$ cat config.mk
export PLATFORM = sky130hd
export DESIGN_NAME = lpf_multi_tdm_flat
export DESIGN_NICKNAME = d
export VERILOG_FILES = /design/src/rtl/lpf_multi_tdm_if.sv /design/src/rtl/lpf_multi_tdm.sv /design/src/flat_wrapper.sv
export SDC_FILE = /design/constraint.sdc
export NUM_CORES = 1
export LEC_CHECK = 0
export CORE_MARGIN = 2
export CORE_UTILIZATION = 45
export DETAILED_ROUTE_END_ITERATION = 16
export SLEW_MARGIN = 25
export SYNTH_ARGS = -nofsm -noshare
export SYNTH_HDL_FRONTEND = slang
export SYNTH_SLANG_ARGS = --single-unit
$ cat constraint.sdc
create_clock -name clk_i -period 13.7 [get_ports clk_i]
set_input_delay 2.055 -clock clk_i [delete_from_list [all_inputs] [get_ports clk_i]]
set_output_delay 2.055 -clock clk_i [all_outputs]
set_load 0.02 [all_outputs]
$ cat src/rtl/lpf_multi_tdm_if.sv
// Sample/result bus for the time-multiplexed low-pass filter bank.
// master drives samples and controls, slave is the filter.
interface lpf_multi_tdm_if #(
  parameter int DATA_W   = 16,
  parameter int SHR_MAX  = 8,
  parameter int CHANNELS = 4
);
  localparam int SHR_W = $clog2(SHR_MAX + 1);

  logic                       en_i;
  logic [SHR_W-1:0]           shr_i;
  logic                       clr_i;
  logic [CHANNELS*DATA_W-1:0] data_i;
  logic                       busy_o;
  logic                       valid_o;
  logic [CHANNELS*DATA_W-1:0] lp_o;

  modport master (
    output en_i, shr_i, clr_i, data_i,
    input  busy_o, valid_o, lp_o
  );

  modport slave (
    input  en_i, shr_i, clr_i, data_i,
    output busy_o, valid_o, lp_o
  );
endinterface

$ cat src/rtl/lpf_multi_tdm.sv
// Cascade of first-order low-pass filters for many channels.
// One shared subtract/shift/add datapath updates one (channel, stage) pair per cycle.
module lpf_multi_tdm #(
  parameter int DATA_W   = 16,
  parameter int SHR_MAX  = 8,
  parameter int CHANNELS = 4,
  parameter int ORDER    = 2
) (
  input  logic            clk_i,
  input  logic            rst_i,
  lpf_multi_tdm_if.slave  bus
);
  localparam int ACCUM_W = DATA_W + SHR_MAX;
  localparam int SHR_W   = $clog2(SHR_MAX + 1);
  localparam int CH_W    = (CHANNELS > 1) ? $clog2(CHANNELS) : 1;
  localparam int STG_W   = (ORDER > 1) ? $clog2(ORDER) : 1;

  localparam logic [SHR_W-1:0] SHR_SAT  = SHR_W'(SHR_MAX);
  localparam logic [CH_W-1:0]  CH_LAST  = CH_W'(CHANNELS - 1);
  localparam logic [STG_W-1:0] STG_LAST = STG_W'(ORDER - 1);

  typedef enum logic [1:0] {IDLE, RUN, DONE} state_t;

  state_t                     r_fsm;
  logic [ACCUM_W-1:0]         r_state [CHANNELS][ORDER];
  logic [DATA_W-1:0]          r_in    [CHANNELS];
  logic [SHR_W-1:0]           r_shr;
  logic [CH_W-1:0]            r_ch;
  logic [STG_W-1:0]           r_stg;
  logic                       r_busy;
  logic                       r_valid;
  logic [CHANNELS*DATA_W-1:0] r_lp;

  logic [ACCUM_W-1:0]         w_x;
  logic [ACCUM_W-1:0]         w_cur;
  logic [ACCUM_W-1:0]         w_next;
  logic [STG_W-1:0]           w_prevStg;
  logic signed [ACCUM_W:0]    w_diff;
  logic signed [ACCUM_W:0]    w_step;
  logic signed [ACCUM_W:0]    w_sum;

  // Stage g>0 reads stage g-1, which was rewritten on the previous cycle of this pass.
  always_comb begin
    w_prevStg = r_stg - STG_W'(1);
    w_cur     = r_state[r_ch][r_stg];
    if (r_stg == '0) begin
      w_x = {r_in[r_ch], {SHR_MAX{1'b0}}};
    end else begin
      w_x = r_state[r_ch][w_prevStg];
    end
    w_diff = $signed({1'b0, w_x}) - $signed({1'b0, w_cur});
    w_step = w_diff >>> r_shr;
    w_sum  = $signed({1'b0, w_cur}) + w_step;
    w_next = w_sum[ACCUM_W-1:0];
  end

  always_ff @(posedge clk_i) begin
    if (rst_i) begin
      r_fsm   <= IDLE;
      r_busy  <= 1'b0;
      r_valid <= 1'b0;
      r_lp    <= '0;
      r_ch    <= '0;
      r_stg   <= '0;
      r_shr   <= '0;
      for (int c = 0; c < CHANNELS; c++) begin
        r_in[c] <= '0;
        for (int g = 0; g < ORDER; g++) begin
          r_state[c][g] <= '0;
        end
      end
    end else begin
      r_valid <= 1'b0;
      if (bus.clr_i) begin
        for (int c = 0; c < CHANNELS; c++) begin
          for (int g = 0; g < ORDER; g++) begin
            r_state[c][g] <= '0;
          end
        end
      end
      case (r_fsm)
        IDLE: begin
          if (bus.en_i && !bus.clr_i) begin
            for (int c = 0; c < CHANNELS; c++) begin
              r_in[c] <= bus.data_i[c*DATA_W +: DATA_W];
            end
            r_shr  <= (bus.shr_i > SHR_SAT) ? SHR_SAT : bus.shr_i;
            r_ch   <= '0;
            r_stg  <= '0;
            r_busy <= 1'b1;
            r_fsm  <= RUN;
          end
        end
        RUN: begin
          if (bus.clr_i) begin
            r_busy <= 1'b0;
            r_fsm  <= IDLE;
          end else begin
            r_state[r_ch][r_stg] <= w_next;
            if (r_stg == STG_LAST) begin
              r_stg <= '0;
              if (r_ch == CH_LAST) begin
                // The last channel's final stage is still in flight, so take it from w_next.
                for (int c = 0; c < CHANNELS; c++) begin
                  if (c == CHANNELS - 1) begin
                    r_lp[c*DATA_W +: DATA_W] <= w_next[ACCUM_W-1 -: DATA_W];
                  end else begin
                    r_lp[c*DATA_W +: DATA_W] <= r_state[c][ORDER-1][ACCUM_W-1 -: DATA_W];
                  end
                end
                r_valid <= 1'b1;
                r_fsm   <= DONE;
              end else begin
                r_ch <= r_ch + CH_W'(1);
              end
            end else begin
              r_stg <= r_stg + STG_W'(1);
            end
          end
        end
        DONE: begin
          r_busy <= 1'b0;
          r_fsm  <= IDLE;
        end
        default: begin
          r_busy <= 1'b0;
          r_fsm  <= IDLE;
        end
      endcase
    end
  end

  assign bus.busy_o  = r_busy;
  assign bus.valid_o = r_valid;
  assign bus.lp_o    = r_lp;
endmodule

$ cat src/flat_wrapper.sv
// flat-port wrapper written by rule: the top's interface ports become plain ports
module lpf_multi_tdm_flat 
#(
  parameter int DATA_W   = 16,
  parameter int SHR_MAX  = 8,
  parameter int CHANNELS = 4,
  parameter int ORDER    = 2
)
  (clk_i, rst_i, bus_en_i, bus_shr_i, bus_clr_i, bus_data_i, bus_busy_o, bus_valid_o, bus_lp_o);
  lpf_multi_tdm_if #(.DATA_W(DATA_W), .SHR_MAX(SHR_MAX), .CHANNELS(CHANNELS)) bus_i ();
  input  logic clk_i;
  input  logic rst_i;
  input wire logic [$bits(bus_i.en_i)-1:0] bus_en_i;
  input wire logic [$bits(bus_i.shr_i)-1:0] bus_shr_i;
  input wire logic [$bits(bus_i.clr_i)-1:0] bus_clr_i;
  input wire logic [$bits(bus_i.data_i)-1:0] bus_data_i;
  output wire logic [$bits(bus_i.busy_o)-1:0] bus_busy_o;
  output wire logic [$bits(bus_i.valid_o)-1:0] bus_valid_o;
  output wire logic [$bits(bus_i.lp_o)-1:0] bus_lp_o;
  assign bus_i.en_i = bus_en_i;
  assign bus_i.shr_i = bus_shr_i;
  assign bus_i.clr_i = bus_clr_i;
  assign bus_i.data_i = bus_data_i;
  assign bus_busy_o = bus_i.busy_o;
  assign bus_valid_o = bus_i.valid_o;
  assign bus_lp_o = bus_i.lp_o;
  lpf_multi_tdm #(.DATA_W(DATA_W), .SHR_MAX(SHR_MAX), .CHANNELS(CHANNELS), .ORDER(ORDER)) u_core (.clk_i(clk_i), .rst_i(rst_i), .bus(bus_i));
endmodule
==> summary.log <==
qor: cts.clock_sink_count 333
qor: cts.cts_setup_buffers 0
qor: die.floorplan.initialDensity 45.9%
qor: layout.antenna-diode-count 0
qor: layout.count_of_fill_cells_added_during_filler_insertion 3601
qor: die.fp.dieArea 42400 sq um
qor: layout.final_cell_area 21400 sq um
qor: power.power_switching_share 34.4%
qor: setup_path.critical_path.reg2reg.endpoint u_core.r_state[3][15]$_SDFFCE_PN0P_
qor: setup_path.timing.reg2reg.setup_slack 4.89 ns
qor: timing.tns 0 ns
qor: min_path.min_to u_core.bus.lp_o[50]$_SDFFE_PP0P_
qor: timing.setup-violations-final 0
qor: logic_synthesis.synth_top_cell_by_area sky130_fd_sc_hd__edfxtp_1
qor: power.combinationalPowerShare 30.0%
qor: cts.htreeDepth 2
qor: status.outcome completed
qor: logic_synthesis.ys.warnings.count 0
qor: drt.wl_met3 4040 um
qor: die.fp.dieW 206 um
qor: timing.worst_clock_skew 0.0181 ns
qor: layout.layout.nets 1992
qor: drt.vias_per_cell 5.94
qor: logic_synthesis.mean_syn_cell_area 10.3 sq um
qor: logic_synthesis.postSynthNetCount 1906
qor: logic_synthesis.synth.cell_area 18300 sq um
qor: cts.cts_buffers 38
qor: timing.hold_violations 0
qor: global_route.via_count_of_the_first_global_routing_pass 14300
qor: drt.firstDrtPassIters 7
qor: power.power.sequential.fraction 36.5%
qor: global_route.global_route_wire_length_before_repair 88100 um
qor: timing.final.min_clock_period 8.81 ns
qor: power.power_switching 0.00108 W
qor: timing.timing.final.crit_share 64.3%
qor: drt.detailedRoute.firstIterationViolations 1326
qor: setup_path.cp_slowest_cell sky130_fd_sc_hd__dfxtp_4
qor: logic_synthesis.ys_seq_area_share 50.3%
qor: drt.met2_wire_len 27100 um
qor: timing.maxClockFrequency 0.114 GHz
qor: logic_synthesis.ys_top_cells_by_area sky130_fd_sc_hd__edfxtp_1 (42%), sky130_fd_sc_hd__dfxtp_1 (8.4%), sky130_fd_sc_hd__mux4_2 (8.0%), sky130_fd_sc_hd__nand2_1 (6.3%), sky130_fd_sc_hd__nor2_1 (4.6%)
qor: layout.post-route-util 53.6%
qor: cts.tritoncts yes
qor: flow_run.cap_viol_max_count 0
qor: die.ioPinCount 138
qor: placed_design.placed_cell_area 20200 sq um
qor: logic_synthesis.postSynth.topFlopCell sky130_fd_sc_hd__edfxtp_1
qor: logic_synthesis.syn-instance-count 1782
qor: timing.grt_setup_unrepaired false
qor: die.placeableCoreArea 40000 sq um
qor: timing.max_slew.worst_pin.slew 1.05 ns
qor: setup_path.worstPathArrival 9.07 ns
qor: layout.multiInputGateArea 8470 sq um
qor: power.power_density 146 nW/um^2
qor: layout.share_of_cells_above_drive_strength_1 10.4%
qor: placed_design.dp_hpwl 41500 um
qor: die.die-height 206 um
qor: setup_path.timing.critical_path.fanout_max 41
qor: setup_path.timing.critical_path.required 13.97 ns
qor: setup_path.max_stage_delay 0.90 ns
qor: global_route.grt_antenna_before_repair 0
qor: layout.register_area 9240 sq um
qor: global_route.grt-ovfl-total 0
qor: power.cell_internal_pwr 0.00205 W
qor: cts.maximum_count_of_clock_buffers_along_a_single_path 3
qor: global_route.largest_net_degree_at_the_start_of_global_routing 76
qor: power.peakVddDrop 99.9 uV
qor: placed_design.gp_congestion 0.974
qor: logic_synthesis.synth_enable_flop_cells 256
qor: cts.cts.repair.resized 0
qor: placed_design.io_buffers 137
qor: cts.cts_root_buf sky130_fd_sc_hd__clkbuf_16
qor: drt.highest-signal-layer met4
qor: logic_synthesis.asyncSetResetFlopFracSynth 0%
qor: setup_path.worstSetupPathType register to register
qor: min_path.holdCritStartpoint u_core.bus.lp_o[50]$_SDFFE_PP0P_
qor: global_route.grt_util_all_layers 28.2%
qor: min_path.timing.hold.worst_path_depth 2
qor: logic_synthesis.post_synth_num_cell_types 83
qor: drt.ant_nets 0
qor: cts.path_clk_slew 0.06 ns
qor: drt.detail_route.wirelength 58700 um
qor: power.power_frac_clock 33.5%
qor: cts.worstSkewPairLatency 0.56 ns
qor: power.power_leakage 8.38 nW
qor: timing.maxSlewHeadroom 30.2%
qor: die.rows 73
qor: cts.hold_buffers 0
qor: setup_path.setup.worst_path.end_class register
qor: logic_synthesis.synth_top_area_share 41.9%
qor: setup_path.crit_top_cell sky130_fd_sc_hd__o21ai_0
qor: setup_path.worstSetupStartpointType register
qor: drt.vias 14400
qor: layout.syn_to_final_growth 16.9%
qor: min_path.class_of_the_tightest_hold_or_removal_check register to register
qor: logic_synthesis.synth.ff_latch_count 333
qor: drt.drc 0
qor: timing.slew_viol_final 0
qor: drt.met1_length 26100 um
qor: drt.wire_per_inst 24.2 um
qor: setup_path.worst-r2r-cell-count 28
layout make-up:
type | count | area share, %
clock buffers | 52 | 5.01
clock inverters | 17 | 0.933
inverters | 52 | 0.910
multi-input cells | 1273 | 39.5
flip-flops and latches | 333 | 43.1
well taps | 525 | 3.06
repair buffers | 170 | 7.53
metrics by stage:
step / total power (W) / std cells / setup WS (ns) / hold WS, ns
2_1_floorplan: 0.00177 / 1782 / 6.31 / 0.462
3_3_place_gp: 0.00208 / 2353 / 4.89 / 0.444
3_5_place_dp: 0.00207 / 2353 / 4.93 / 0.448
4_1_cts: 0.00312 / 2422 / 4.87 / 0.456
5_1_grt: 0.00324 / 2422 / 4.14 / 0.480
6_report: 0.00312 / 2422 / 4.89 / 0.454
metal layers:
layer	global-route usage [%]	vias up
li1	-	6617
met2	44.1	510
met3	4.48	82
met5	0	-
met1	40.6	7172
met4	8.32	0
sequential cells by signal, indices dropped and copies added, names as in the netlist, named ones only:
name and flops:
u_core.r_ch 2, u_core.r_stg 1, u_core.bus.busy_o 1, u_core.r_state 192, u_core.r_fsm 2, u_core.r_shr 4, u_core.r_in 64, u_core.bus.valid_o 1
u_core.bus.lp_o 16, bus_lp_o 48
cell usage in the layout, fill, tap and decap left out, types with 14 or more instances in the layout:
cell type,instances
sky130_fd_sc_hd__mux2i_1,36
sky130_fd_sc_hd__clkdlybuf4s50_1,136
sky130_fd_sc_hd__and3_1,77
sky130_fd_sc_hd__nor3_1,38
sky130_fd_sc_hd__clkbuf_16,39
sky130_fd_sc_hd__inv_1,49
sky130_fd_sc_hd__nor2_1,225
sky130_fd_sc_hd__and2_1,16
sky130_fd_sc_hd__a21o_1,19
sky130_fd_sc_hd__nand3_1,16
sky130_fd_sc_hd__buf_4,33
sky130_fd_sc_hd__edfxtp_1,256
sky130_fd_sc_hd__a21oi_1,133
sky130_fd_sc_hd__xnor2_1,24
sky130_fd_sc_hd__o21ai_0,48
sky130_fd_sc_hd__ha_1,50
sky130_fd_sc_hd__dfxtp_1,74
sky130_fd_sc_hd__nand2_1,308
sky130_fd_sc_hd__mux4_2,65
sky130_fd_sc_hd__o211ai_1,14
power by group through the flow:
stage	Clock, W	Sequential [W]	Combinational (W)
final	0.00105	0.00114	0.000936
after global placement	0	0.00116	0.000915
after floorplan	0	0.00115	0.000619
after global routing	0.00109	0.00114	0.00101
after detailed placement	0	0.00116	0.000912
after CTS	0.00106	0.00114	0.000919
cells in the mapped netlist (all sizes together), types with 4 or more instances:
library cell	n
nor3	41
a41oi	4
mux2i	37
a221oi	4
nand2b	11
o31ai	13
and3	77
o22ai	6
or3	5
mux2	8
and2	16
a21o	19
o211ai	14
nand3b	4
buf	22
xnor2	27
clkbuf	102
nand4	10
o21bai	8
a2111oi	4
a211oi	12
o2111ai	4
a21boi	4
o21a	9
nor4	5
nand2	310
xor2	14
o21ai	51
mux4	65
nor2	225
nor2b	11
or4	5
a21oi	134
inv	50
a211o	4
dfxtp	77
ha	50
edfxtp	256
nand3	16
a31oi	11
cell families after synthesis:
kind of cell	Yosys count	share of synthesized area, %
xor+xnor	41	2.08
flops	333	50.3
compound gates	324	11.6
fa+ha+maj	53	3.68
buf+inv	176	3.66
simple gates	745	18.2
mux	110	10.5
worst max-delay path: cells and delay by family, from the launching register on:
kind                       cells  cell delay [ns]
AOI/OAI and AO/OA             14             3.44
muxes                          3             0.90
adders and majority gates      2             0.69
buffers and inverters          2             0.71
xor gates and xnor gates       1             0.34
and+or+nand+nor                6             1.48
DFF                            1             0.90
how the worst max path moves through the flow:
stage	slack (ns)	endpoint	cells after the start
after detailed placement	4.93	u_core.r_state[2][12]$_SDFFCE_PN0P_	28
after CTS	4.87	u_core.r_state[3][36]$_SDFFCE_PN0P_	28
after global placement	4.89	u_core.r_state[1][36]$_SDFFCE_PN0P_	28
final	4.89	u_core.r_state[3][15]$_SDFFCE_PN0P_	28
after global routing	4.14	u_core.r_state[3][36]$_SDFFCE_PN0P_	26
after floorplan	6.31	u_core.r_state[0][23]$_SDFFCE_PN0P_	33
No activity file was read; power rests on OpenSTA's default activity.
